<file path="config.mk">
export PLATFORM = sky130hd
export DESIGN_NAME = alu_operand_driver_flat
export DESIGN_NICKNAME = d
export VERILOG_FILES = /design/src/rtl/alu_pkg.sv /design/src/rtl/alu_operand_driver_if.sv /design/src/rtl/alu_operand_driver.sv /design/src/flat_wrapper.sv
export SDC_FILE = /design/constraint.sdc
export NUM_CORES = 1
export LEC_CHECK = 0
export CAP_MARGIN = 20
export CORE_MARGIN = 1
export CORE_UTILIZATION = 41
export CTS_CLUSTER_SIZE = 20
export DETAILED_ROUTE_END_ITERATION = 6
export PLACE_DENSITY = 0.78
export SYNTH_ARGS = -nofsm -noshare
export SYNTH_HDL_FRONTEND = slang
export SYNTH_SLANG_ARGS = --single-unit
</file>
<file path="constraint.sdc">
create_clock -name clk -period 2.3 [get_ports clk]
set_input_delay 0.46 -clock clk [delete_from_list [all_inputs] [get_ports clk]]
set_output_delay 0.46 -clock clk [all_outputs]
set_load 0.02 [all_outputs]
</file>
<file path="src/rtl/alu_pkg.sv">
// Shared constants for the ALU operand driver: default widths, ALU op codes and FSM states.
package alu_pkg;

    localparam int unsigned WIDTH = 32;
    localparam int unsigned OPW   = 3;

    localparam logic [OPW-1:0] ALU_AND = 3'd0;
    localparam logic [OPW-1:0] ALU_OR  = 3'd1;
    localparam logic [OPW-1:0] ALU_ADD = 3'd2;
    localparam logic [OPW-1:0] ALU_SUB = 3'd3;
    localparam logic [OPW-1:0] ALU_SLT = 3'd4;

    typedef enum logic [1:0] {
        ST_IDLE   = 2'd0,
        ST_SETTLE = 2'd1,
        ST_DONE   = 2'd2
    } drv_state_t;

endpackage

</file>
<file path="src/rtl/alu_operand_driver_if.sv">
// Request/result handshake bundle for alu_operand_driver.
// res_zero exists only when ALU_DRV_ZERO_FLAG_EN is defined.
interface alu_operand_driver_if #(
    parameter int unsigned WIDTH = alu_pkg::WIDTH,
    parameter int unsigned OPW   = alu_pkg::OPW
);
    logic             req_valid;
    logic             req_ready;
    logic [WIDTH-1:0] req_a;
    logic [WIDTH-1:0] req_b;
    logic [OPW-1:0]   req_op;
    logic             res_valid;
    logic             res_ready;
    logic [WIDTH-1:0] res_data;
`ifdef ALU_DRV_ZERO_FLAG_EN
    logic             res_zero;
`endif

    modport master (
        output req_valid, req_a, req_b, req_op, res_ready,
        input  req_ready, res_valid, res_data
`ifdef ALU_DRV_ZERO_FLAG_EN
        , input res_zero
`endif
    );

    modport slave (
        input  req_valid, req_a, req_b, req_op, res_ready,
        output req_ready, res_valid, res_data
`ifdef ALU_DRV_ZERO_FLAG_EN
        , output res_zero
`endif
    );
endinterface

</file>
<file path="src/rtl/alu_operand_driver.sv">
// Registers ALU operands on request, waits SETTLE cycles, captures and returns the ALU result.
// Optional zero flag on the result port via ALU_DRV_ZERO_FLAG_EN.
module alu_operand_driver
    import alu_pkg::*;
#(
    parameter int unsigned WIDTH  = alu_pkg::WIDTH,
    parameter int unsigned OPW    = alu_pkg::OPW,
    parameter int unsigned SETTLE = 2
) (
    input  logic                   clk,
    input  logic                   rst_n,
    alu_operand_driver_if.slave    bus,
    output logic [WIDTH-1:0]       alu_a,
    output logic [WIDTH-1:0]       alu_b,
    output logic [OPW-1:0]         alu_op,
    input  logic [WIDTH-1:0]       alu_s,
    output logic [15:0]            res_count,
    output logic                   busy
);

    if (SETTLE < 1 || SETTLE > 15) begin : g_bad_settle
        $error("alu_operand_driver: SETTLE must be in 1..15");
    end

    drv_state_t       state;
    logic [3:0]       cnt;
    logic             res_valid;
    logic [WIDTH-1:0] res_data;
    logic             accept;

    assign bus.req_ready = (state == ST_IDLE) || ((state == ST_DONE) && bus.res_ready);
    assign accept        = bus.req_valid && bus.req_ready;
    assign bus.res_valid = res_valid;
    assign bus.res_data  = res_data;
    assign busy          = (state != ST_IDLE);

`ifdef ALU_DRV_ZERO_FLAG_EN
    logic res_zero;
    assign bus.res_zero = res_zero;

    always_ff @(posedge clk or negedge rst_n) begin
        if (!rst_n) begin
            res_zero <= 1'b0;
        end else if (state == ST_SETTLE && cnt == '0) begin
            res_zero <= (alu_s == '0);
        end
    end
`endif

    always_ff @(posedge clk or negedge rst_n) begin
        if (!rst_n) begin
            state     <= ST_IDLE;
            cnt       <= '0;
            alu_a     <= '0;
            alu_b     <= '0;
            alu_op    <= '0;
            res_valid <= 1'b0;
            res_data  <= '0;
            res_count <= '0;
        end else begin
            // Accept can happen in IDLE or in DONE alongside the result handshake.
            if (accept) begin
                alu_a  <= bus.req_a;
                alu_b  <= bus.req_b;
                alu_op <= bus.req_op;
                cnt    <= 4'(SETTLE - 1);
            end
            case (state)
                ST_IDLE: begin
                    if (accept) state <= ST_SETTLE;
                end
                ST_SETTLE: begin
                    if (cnt == '0) begin
                        res_data  <= alu_s;
                        res_valid <= 1'b1;
                        res_count <= res_count + 16'd1;
                        state     <= ST_DONE;
                    end else begin
                        cnt <= cnt - 4'd1;
                    end
                end
                ST_DONE: begin
                    if (bus.res_ready) begin
                        res_valid <= 1'b0;
                        state     <= accept ? ST_SETTLE : ST_IDLE;
                    end
                end
                default: state <= ST_IDLE;
            endcase
        end
    end

endmodule

</file>
<file path="src/flat_wrapper.sv">
// flat-port wrapper written by rule: the top's interface ports become plain ports
module alu_operand_driver_flat import alu_pkg::*;
#(
    parameter int unsigned WIDTH  = alu_pkg::WIDTH,
    parameter int unsigned OPW    = alu_pkg::OPW,
    parameter int unsigned SETTLE = 2
)
  (clk, rst_n, alu_a, alu_b, alu_op, alu_s, res_count, busy, bus_req_valid, bus_req_a, bus_req_b, bus_req_op, bus_res_ready, bus_req_ready, bus_res_valid, bus_res_data);
  alu_operand_driver_if #(.WIDTH(WIDTH), .OPW(OPW)) bus_i ();
  input  logic clk;
  input  logic rst_n;
  output logic [WIDTH-1:0] alu_a;
  output logic [WIDTH-1:0] alu_b;
  output logic [OPW-1:0] alu_op;
  input  logic [WIDTH-1:0] alu_s;
  output logic [15:0] res_count;
  output logic busy;
  input wire logic [$bits(bus_i.req_valid)-1:0] bus_req_valid;
  input wire logic [$bits(bus_i.req_a)-1:0] bus_req_a;
  input wire logic [$bits(bus_i.req_b)-1:0] bus_req_b;
  input wire logic [$bits(bus_i.req_op)-1:0] bus_req_op;
  input wire logic [$bits(bus_i.res_ready)-1:0] bus_res_ready;
  output wire logic [$bits(bus_i.req_ready)-1:0] bus_req_ready;
  output wire logic [$bits(bus_i.res_valid)-1:0] bus_res_valid;
  output wire logic [$bits(bus_i.res_data)-1:0] bus_res_data;
  assign bus_i.req_valid = bus_req_valid;
  assign bus_i.req_a = bus_req_a;
  assign bus_i.req_b = bus_req_b;
  assign bus_i.req_op = bus_req_op;
  assign bus_i.res_ready = bus_res_ready;
  assign bus_req_ready = bus_i.req_ready;
  assign bus_res_valid = bus_i.res_valid;
  assign bus_res_data = bus_i.res_data;
  alu_operand_driver #(.WIDTH(WIDTH), .OPW(OPW), .SETTLE(SETTLE)) u_core (.clk(clk), .rst_n(rst_n), .bus(bus_i), .alu_a(alu_a), .alu_b(alu_b), .alu_op(alu_op), .alu_s(alu_s), .res_count(res_count), .busy(busy));
endmodule
</file>
==> results by stage, run 1 <==
Global route:
- The number of global-route vias before repair is 3705.
- The maximum number of pins on one net before global-route repair is 49.
- After global routing the overflow that remains totals 0.
- The number of antenna violations at the first check in global routing is 0.
- Across every metal layer, demand over resource in global routing totals 19.9%.
- The first global-routing pass estimated 17700 µm of wire.

Yosys:
- The share of the synthesized area in the top cell type is 64.8%.
- The portion of synthesized area spent on multiplexers is 23.9%.
- The synthesized netlist devotes 5.15% of its cell area to simple gates.
- The post-synthesis cell area is 4710 µm².
- The yosys synthesis warning count is 0.
- The mean instance size in the synthesized netlist is 15.5 µm².
- By instance count, the leading cell after synthesis is dfrtp_1.
- The most instantiated flip-flop cell in the synthesis netlist is dfrtp_1.
- Of the total synthesized cell area, the portion taken by full adders, half adders and majority gates is 0.531%.
- The main combinational cell family by area after synthesis is multiplexers.
- After synthesis, the netlist uses 29 different library cells.
- The synthesized netlist devotes 2.79% of its cell area to XOR and XNOR gates.
- The instance count of the mapped netlist is 303.
- By count the netlist is led by 122 x dfrtp_1, 93 x mux2_2, 9 x buf_2, 9 x xnor2_1, 8 x nand2_1.
- Yosys mapped a number of flops with a built-in enable equal to 0.
- Yosys attributes the largest share of cell area to dfrtp_1 65%, mux2_2 22%, mux2_1 1.7%.
- When the netlist entered floorplanning its net count stood at 408.
- The share of synthesized registers carrying an async set or reset is 100%.
- dfrtp_1 takes more of the synthesized area than any other cell.
- The number of storage elements in the synthesis netlist is 122.
- The synthesized netlist devotes 1.28% of its cell area to compound gates.
- Sequential elements use 64.8% of the synthesized area.

Drt:
- In this run the remaining antenna-violating nets after routing total 0.
- The final routed wirelength across all metal layers is 11300 µm.
- Summing over every cut layer, the via total after detailed routing is 3332.
- The detailed router finished its first iteration with 112 violations.
- The number of search-and-repair iterations in the first detailed-routing pass is 4.
- The mean number of vias per cell is 4.83.
- After detailed routing, the number of remaining DRC violations is 0.
- The detail-routed net length per standard cell is 16.4 µm.

Clock network:
- The cell at the root of the clock tree is clkbuf_16.
- Buffers inserted during clock tree synthesis total 17.
- The maximum clock insertion buffer count is 2.
- The CTS tree is built.
- Clock-pin slew was measured on the worst setup and hold paths at 0.05 ns.
- At the later pin of the worst-skew pair, clock insertion delay measures 0.40 ns.
- The number of hold buffers added after CTS was 0.
- Post-CTS timing repair inserted 0 buffers for setup.
- The clock sink count is 122.
- The quantity of gates resized following cts is 0.
- The H-tree was split into 4 levels.

Die:
- The floorplan step defined a die boundary enclosing 11900 µm².
- The initial core utilization is 42.7%.
- The number of top-level pins is 221.
- The width of the die is 109 µm.
- The core box area is 11000 µm².
- In this run the vertical extent of the chip is 109 µm.
- The number of standard-cell rows in the floorplan is 38.

STA:
- The shortest clock period the worst path allows after layout is 2.18 ns.
- The max-slew violation total from the final report was 0.
- In the finished design, the share of the clock period the worst path needs comes to 95.0%.
- Setup repair after global routing left no endpoint under its margin.
- Based on the critical path, the design can be clocked at up to 0.458 GHz.
- In this run the tightest slew margin relative to its limit is 61.0%.
- The slew at the pin closest to its max-slew limit is 0.586 ns.
- The total count of hold-check failures in the final report was 0.
- The worst clock skew on the final layout is 0.0217 ns.
- Setup total negative slack on the finished layout was measured at 0 ns.
- The number of endpoints failing setup at the final stage is 0.

Setup path:
- The sort of element at the end of the critical path is an output port.
- The worst register-to-register path has a setup slack of 0.38 ns.
- Measured in cells, the most critical reg-to-reg path has a length of 6.
- The category of the critical setup timing path is flop to output port.
- In this run the worst path has a maximum fanout of 6.
- For the worst setup path, the data required time is 1.84 ns.
- The data arrival time of the critical path is 1.72 ns.
- The sort of element at the start of the critical path is a flop.
- The worst register-to-register path begins at u_core.cnt[0].
- In this run the critical register-to-register path is captured at u_core.bus.res_data[1].

Power:
- Dividing total power by cell area gives a power density of 1500 nW/µm².
- The switching part of the total power is 33.4%.
- The internal power of the cells totals 7.74 mW.
- In this run the static leakage power is 3.26 nW.
- The share of power burned in the clock network is 23.3%.
- The sequential group share of total power is 31.8%.
- The combinational share of power is 44.9%.
- The net switching component of the power is 3.89 mW.
- VDD sags by at most 0.000869 V.

Layout:
- The multi-input combinational cells in the finished layout cover a total of 1590 µm².
- The utilization after layout is 70.2%.
- The repair_antennas step left the layout with diodes totalling 0.
- In the final layout, the share of cells above drive strength 1 is 25.1%.
- The layout overhead on the synthesized area is 64.3%.
- The register cell area after layout is 3050 µm².
- The final net count is 642.
- The filler cells instantiated in the layout total 788.

Outcome:
- The flow ran to the end, and the final reports show no timing, DRC or antenna violations.

Job:
- Max-cap violations in this run came to 0.

Placed design:
- Detailed placement finished with a half-perimeter wire length of 8300 µm.
- During placement, the flow inserted port buffers numbering 220.
- The final estimated routing congestion in global placement is 0.721.

Worst hold path:
- The class of the tightest hold or removal check is input port to asynchronous set/reset pin.
==> worst max-delay path by stage <==
stage | start | slack, ns | end | cells after the start
5_1_grt | u_core.state[1] | 0.08 | busy | 2
6_report | u_core.state[1] | 0.12 | busy | 2
4_1_cts | bus_res_ready | 0.03 | bus_req_ready | 4
3_3_place_gp | bus_res_ready | 0.08 | bus_req_ready | 4
2_1_floorplan | u_core.cnt[0] | 0.54 | u_core.res_count[15] | 6
3_5_place_dp | bus_res_ready | 0.04 | bus_req_ready | 4
==> per-layer routing <==
metal | track usage, % | wire (µm) | vias up
met5 | 0 | 0 | -
met4 | 10.2 | 302 | 0
met3 | 8.55 | 1020 | 22
met2 | 33.4 | 5810 | 136
met1 | 21.2 | 4170 | 1643
li1 | - | - | 1531
==> cells in the final DEF, fill, tap and decap left out, types with 6 or more instances in the layout <==
master and instances:
clkbuf_16 17, mux2_2 93, nand3_1 7, dfrtp_1 122
nand2_1 8, clkdlybuf4s50_1 218, nor2_1 6, xnor2_1 9
xor2_1 6, mux2_1 7
==> through the flow <==
stage / setup WS (ns) / area [µm²] / hold WS, ns / std cells / total power, mW
5_1_grt: 0.0805 / 7740 / 0.0917 / 690 / 12.2
4_1_cts: 0.0266 / 7740 / 0.0717 / 690 / 11.8
2_1_floorplan: 0.538 / 4710 / 0.164 / 303 / 6.39
3_5_place_dp: 0.0396 / 7120 / 0.465 / 658 / 9.00
3_3_place_gp: 0.0765 / 7120 / 0.459 / 658 / 8.85
6_report: 0.115 / 7740 / 0.0609 / 690 / 11.6
==> final cells by class <==
type | count | share of cell area, %
clock buffers | 22 | 6.13
flip-flops and latches | 122 | 39.4
clock inverters | 10 | 1.83
multi-input cells | 165 | 20.6
inverters | 5 | 0.242
well taps | 140 | 2.26
repair buffers | 226 | 29.5
==> cells by family (layout without fill, tap and decap cells) <==
kind of cell	after synthesis	after routing
mux	100	100
xor+xnor	15	15
compound gates	9	9
flops	122	122
fa+ha+maj	2	2
simple gates	39	39
buf+inv	16	263
==> critical path, cell delays in order, from the launching register on <==
cell and delay, ns:
dfrtp_1 0.46, or2_2 0.32, clkdlybuf4s50_1 0.54
==> power by group through the flow <==
stage          clock network, mW  registers, mW  logic (mW)
2_1_floorplan                  0           4.84        1.55
3_3_place_gp                   0           3.68        5.17
3_5_place_dp                   0           3.74        5.26
4_1_cts                     2.78           3.72        5.29
5_1_grt                     2.88           3.84        5.52
6_report                    2.71           3.71        5.22
==> state kept, by name, indices dropped and copies added (netlist names) <==
signal	cells
u_core.bus.res_data	32
u_core.state	2
u_core.alu_op	3
u_core.alu_a	32
u_core.alu_b	32
u_core.bus.res_valid	1
u_core.cnt	4
u_core.res_count	16
(Power assumes the default switching activity.)
==> run 2, diff against run 1 <==
--- a/config.mk
+++ b/config.mk
@@ -10,7 +10,8 @@
 export CORE_UTILIZATION = 41
 export CTS_CLUSTER_SIZE = 20
 export DETAILED_ROUTE_END_ITERATION = 6
-export PLACE_DENSITY = 0.78
+export PLACE_DENSITY_LB_ADDON = 0.15
+export SETUP_SLACK_MARGIN = 0.02
 export SYNTH_ARGS = -nofsm -noshare
 export SYNTH_HDL_FRONTEND = slang
 export SYNTH_SLANG_ARGS = --single-unit
==> run 2 against run 1 <==
- final area increased by 0.31%
- largest cell class unchanged
- clock-buffer cell count increased by 2
- critical path type unchanged
- first-iteration DRC count is 9.8% higher
- sequential power about the same
==> results by stage, run 2 (synthesis gave the netlist of run 1 again) <==
Drt:
- The wire length the detailed router placed on met1 is 4070 µm (was 4170 µm).
- The met3 wire length is 1340 µm (was 1020 µm).
- The detail-routed net length per standard cell came to 16.6 µm (was 16.4 µm).
- The count of unresolved DRC violations after routing came to 0 (unchanged).
- The number of violations reported at the end of detailed-routing iteration 0 is 123 (was 112).
- The routed length on met2 is 5880 µm (was 5810 µm).
- The number of nets with antenna violations after routing is 0 (unchanged).
- The final routed wirelength across all metal layers was 11500 µm (was 11300 µm).
- The topmost layer with routed signal wires is met4 (unchanged).
- The via count was 3347 (was 3332).
- The number of search-and-repair iterations in the first detailed-routing pass is 4 (unchanged).
- The mean number of vias per cell was 4.83 (about the same).

Layout:
- The area used by multi-input combinational logic came to 1590 µm² (unchanged).
- The share of cells above drive strength 1 is 25.5% (was 25.1%).
- The final net count is 645 (was 642).
- The number of diodes is 0 (unchanged).
- The number of standard cells in the final layout excluding fillers came to 693 (was 690).
- The layout overhead on the synthesized area is 64.9% (was 64.3%).
- The most frequent standard cell in the layout excluding fill and tap cells is clkdlybuf4s50_1 (unchanged).
- Top Registers: u_core.alu_a: 32 flops, u_core.alu_b: 32 flops, u_core.bus.res_data: 32 flops (unchanged).
- Commonest cells after routing, fill and taps aside: 218 x clkdlybuf4s50_1, 122 x dfrtp_1, 93 x mux2_2 (unchanged).
- The register cell area after layout is 3050 µm² (unchanged).
- The number of fill cells was 786 (was 788).

Clock network:
- The clock latency at the later pin of the worst-skew pair came to 0.41 ns (was 0.40 ns).
- The cell at the root of the clock tree is clkbuf_16 (unchanged).
- The maximum clock insertion buffer count is 2 (unchanged).
- The number of buffers added by the clock tree synthesis step is 17 (unchanged).
- The number of H-tree levels is 4 (unchanged).
- The clock transition at the register clock pins on the worst setup and hold paths after CTS is 0.05 ns (about the same).
- The clock sink count is 122 (unchanged).
- The CTS tree is built (unchanged).
- The cts-stage hold buffer count came to 0 (unchanged).

STA:
- The headroom to the max-slew limit is 58.6% (was 61.0%).
- The maximum clock frequency is 0.455 GHz (was 0.458 GHz).
- The number of endpoints failing setup at the final stage is 0 (unchanged).
- The total count of hold-check failures in the final report is 0 (unchanged).
- Setup repair after global routing missed its margin: false (unchanged).
- The slew at the pin closest to its max-slew limit came to 0.621 ns (was 0.586 ns).
- The worst hold slack across all endpoints was 0.0654 ns (was 0.0609 ns).
- The max-slew violation total from the final report is 0 (unchanged).
- The worst clock skew on the final layout is 0.00464 ns (was 0.0217 ns).
- The total negative slack is 0 ns (unchanged).
- The period utilization is 95.6% (was 95.0%).
- The shortest clock period the worst path allows after layout is 2.20 ns (was 2.18 ns).

Power:
- The total power divided by cell area is 1490 nW/µm² (was 1500 nW/µm²).
- The combinational share of power is 45.3% (was 44.9%).
- The share of power burned in the clock network is 22.6% (was 23.3%).
- The internal portion of total power is 7.71 mW (was 7.74 mW).
- The switching part of the total power was 33.5% (was 33.4%).
- The net switching component of the power came to 3.87 mW (was 3.89 mW).
- The sequential group share of total power is 32.0% (was 31.8%).
- The worst voltage drop across the vdd grid is 0.000912 V (was 0.000869 V).
- The leakage power total is 3.28 nW (was 3.26 nW).

Worst hold path:
- The class of the tightest hold or removal check is input port to asynchronous set/reset pin (unchanged).

Setup path:
- The sort of element at the start of the critical path is a flop (unchanged).
- The logic depth of the worst register-to-register path is 6 (unchanged).
- The data arrival time of the critical path came to 1.74 ns (was 1.72 ns).
- The largest stage delay on the critical path was 0.55 ns (was 0.54 ns).
- The required time reported for the critical path endpoint was 1.84 ns (about the same).
- The highest-delay cell along the critical path is clkdlybuf4s50_1 (unchanged).
- The sort of element at the end of the critical path is an output port (unchanged).
- The largest driver fanout on the critical path came to 6 (unchanged).
- Cell chain of the critical path: or2_2 -> clkdlybuf4s50_1 (unchanged).
- The category of the critical setup timing path was flop to output port (unchanged).

Placed design:
- The final estimated routing congestion in global placement is 0.714 (was 0.721).
- The number of placed instances with taps included is 661 (was 658).
- The sum of net half-perimeters after detailed placement was 8380 µm (was 8300 µm).
- The number of buffer cells added on primary ports is 220 (unchanged).

Die:
- The number of top-level pins is 221 (unchanged).
- The number of standard-cell rows in the floorplan was 38 (unchanged).
- The core box area was 11000 µm² (unchanged).
- The width of the die is 109 µm (unchanged).
- The overall die height is 109 µm (unchanged).
- The full die area is 11900 µm² (unchanged).
- The initial core utilization was 42.7% (unchanged).

Outcome:
- Result of the run: completed (unchanged).

Global route:
- The global-route usage over all layers is 20.5% (was 19.9%).
- The total congestion overflow after global routing came to 0 (unchanged).
- The number of global-route vias before repair is 3697 (was 3705).
- The first-pass GRT wire length is 18100 µm (was 17700 µm).
- The number of antenna violations at the first check in global routing was 0 (unchanged).
- The maximum number of pins on one net before global-route repair was 44 (was 49).

Job:
- The count of max-cap constraint violations is 0 (unchanged).
==> run 2: cell types whose count changed in the layout (fill, tap and decap cells not counted), sizes merged <==
cell and change:
buf +3, bufinv -1, clkbuf +2, clkinv +1, clkinvlp -2
==> run 2: critical path, delay by kind of cell (launching register included) <==
family,cells,cell delay [ns]
simple gates,1,0.32
flops,1,0.46
buf+inv,1,0.55
==> run 2: per-stage QoR <==
| stage | utilization, % | power (mW) | setup slack [ns] | instance area, µm² |
|---|---|---|---|---|
| 2_1_floorplan | - | 6.39 | 0.538 | 4710 |
| 3_3_place_gp | 65.0 | 8.89 | 0.0158 | 7170 |
| 3_5_place_dp | 65.0 | 9.04 | 0.0477 | 7170 |
| 4_1_cts | 70.4 | 11.7 | 0.0431 | 7760 |
| 5_1_grt | 70.4 | 12.2 | 0.0476 | 7760 |
| 6_report | 70.4 | 11.6 | 0.100 | 7760 |
==> run 2: layout make-up <==
type                    instances  area share (%)
clock inverters                 8            1.16
well taps                     140            2.26
repair buffers                229            30.0
clock buffers                  24            6.46
multi-input cells             165            20.5
inverters                       5           0.242
flip-flops and latches        122            39.3
==> run 2: per-layer routing <==
metal  track usage (%)  vias to the layer above
li1                  -                     1544
met1              20.6                     1643
met2              35.0                      140
met3              10.5                       20
met4              10.2                        0
met5                 0                        -
==> run 2: worst paths after layout <==
path | start | end | slack, ns
min | rst_n | u_core.bus.res_data[31] | 0.07
min reg2reg | u_core.res_count[15] | u_core.res_count[15] | 0.48
max | u_core.state[1] | busy | 0.10
max in group asynchronous | rst_n | u_core.bus.res_data[28] | 1.65
min in group clk | u_core.res_count[15] | u_core.res_count[15] | 0.48
max reg2reg | u_core.cnt[0] | u_core.res_count[10] | 0.39
==> run 2: power by group through the flow <==
stage               Sequential [mW]  Clock (mW)  Combinational, mW
floorplan                      4.84           0               1.55
global placement               3.67           0               5.22
detailed placement             3.74           0               5.30
CTS                            3.72        2.67               5.33
global route                   3.85        2.74               5.57
finish                         3.71        2.62               5.25
==> run 2: repair_timing <==
item                                    4_1_cts  5_1_grt
buffers inserted                              0        0
endpoints found under the setup margin        0        1
gates resized for setup                       0        1
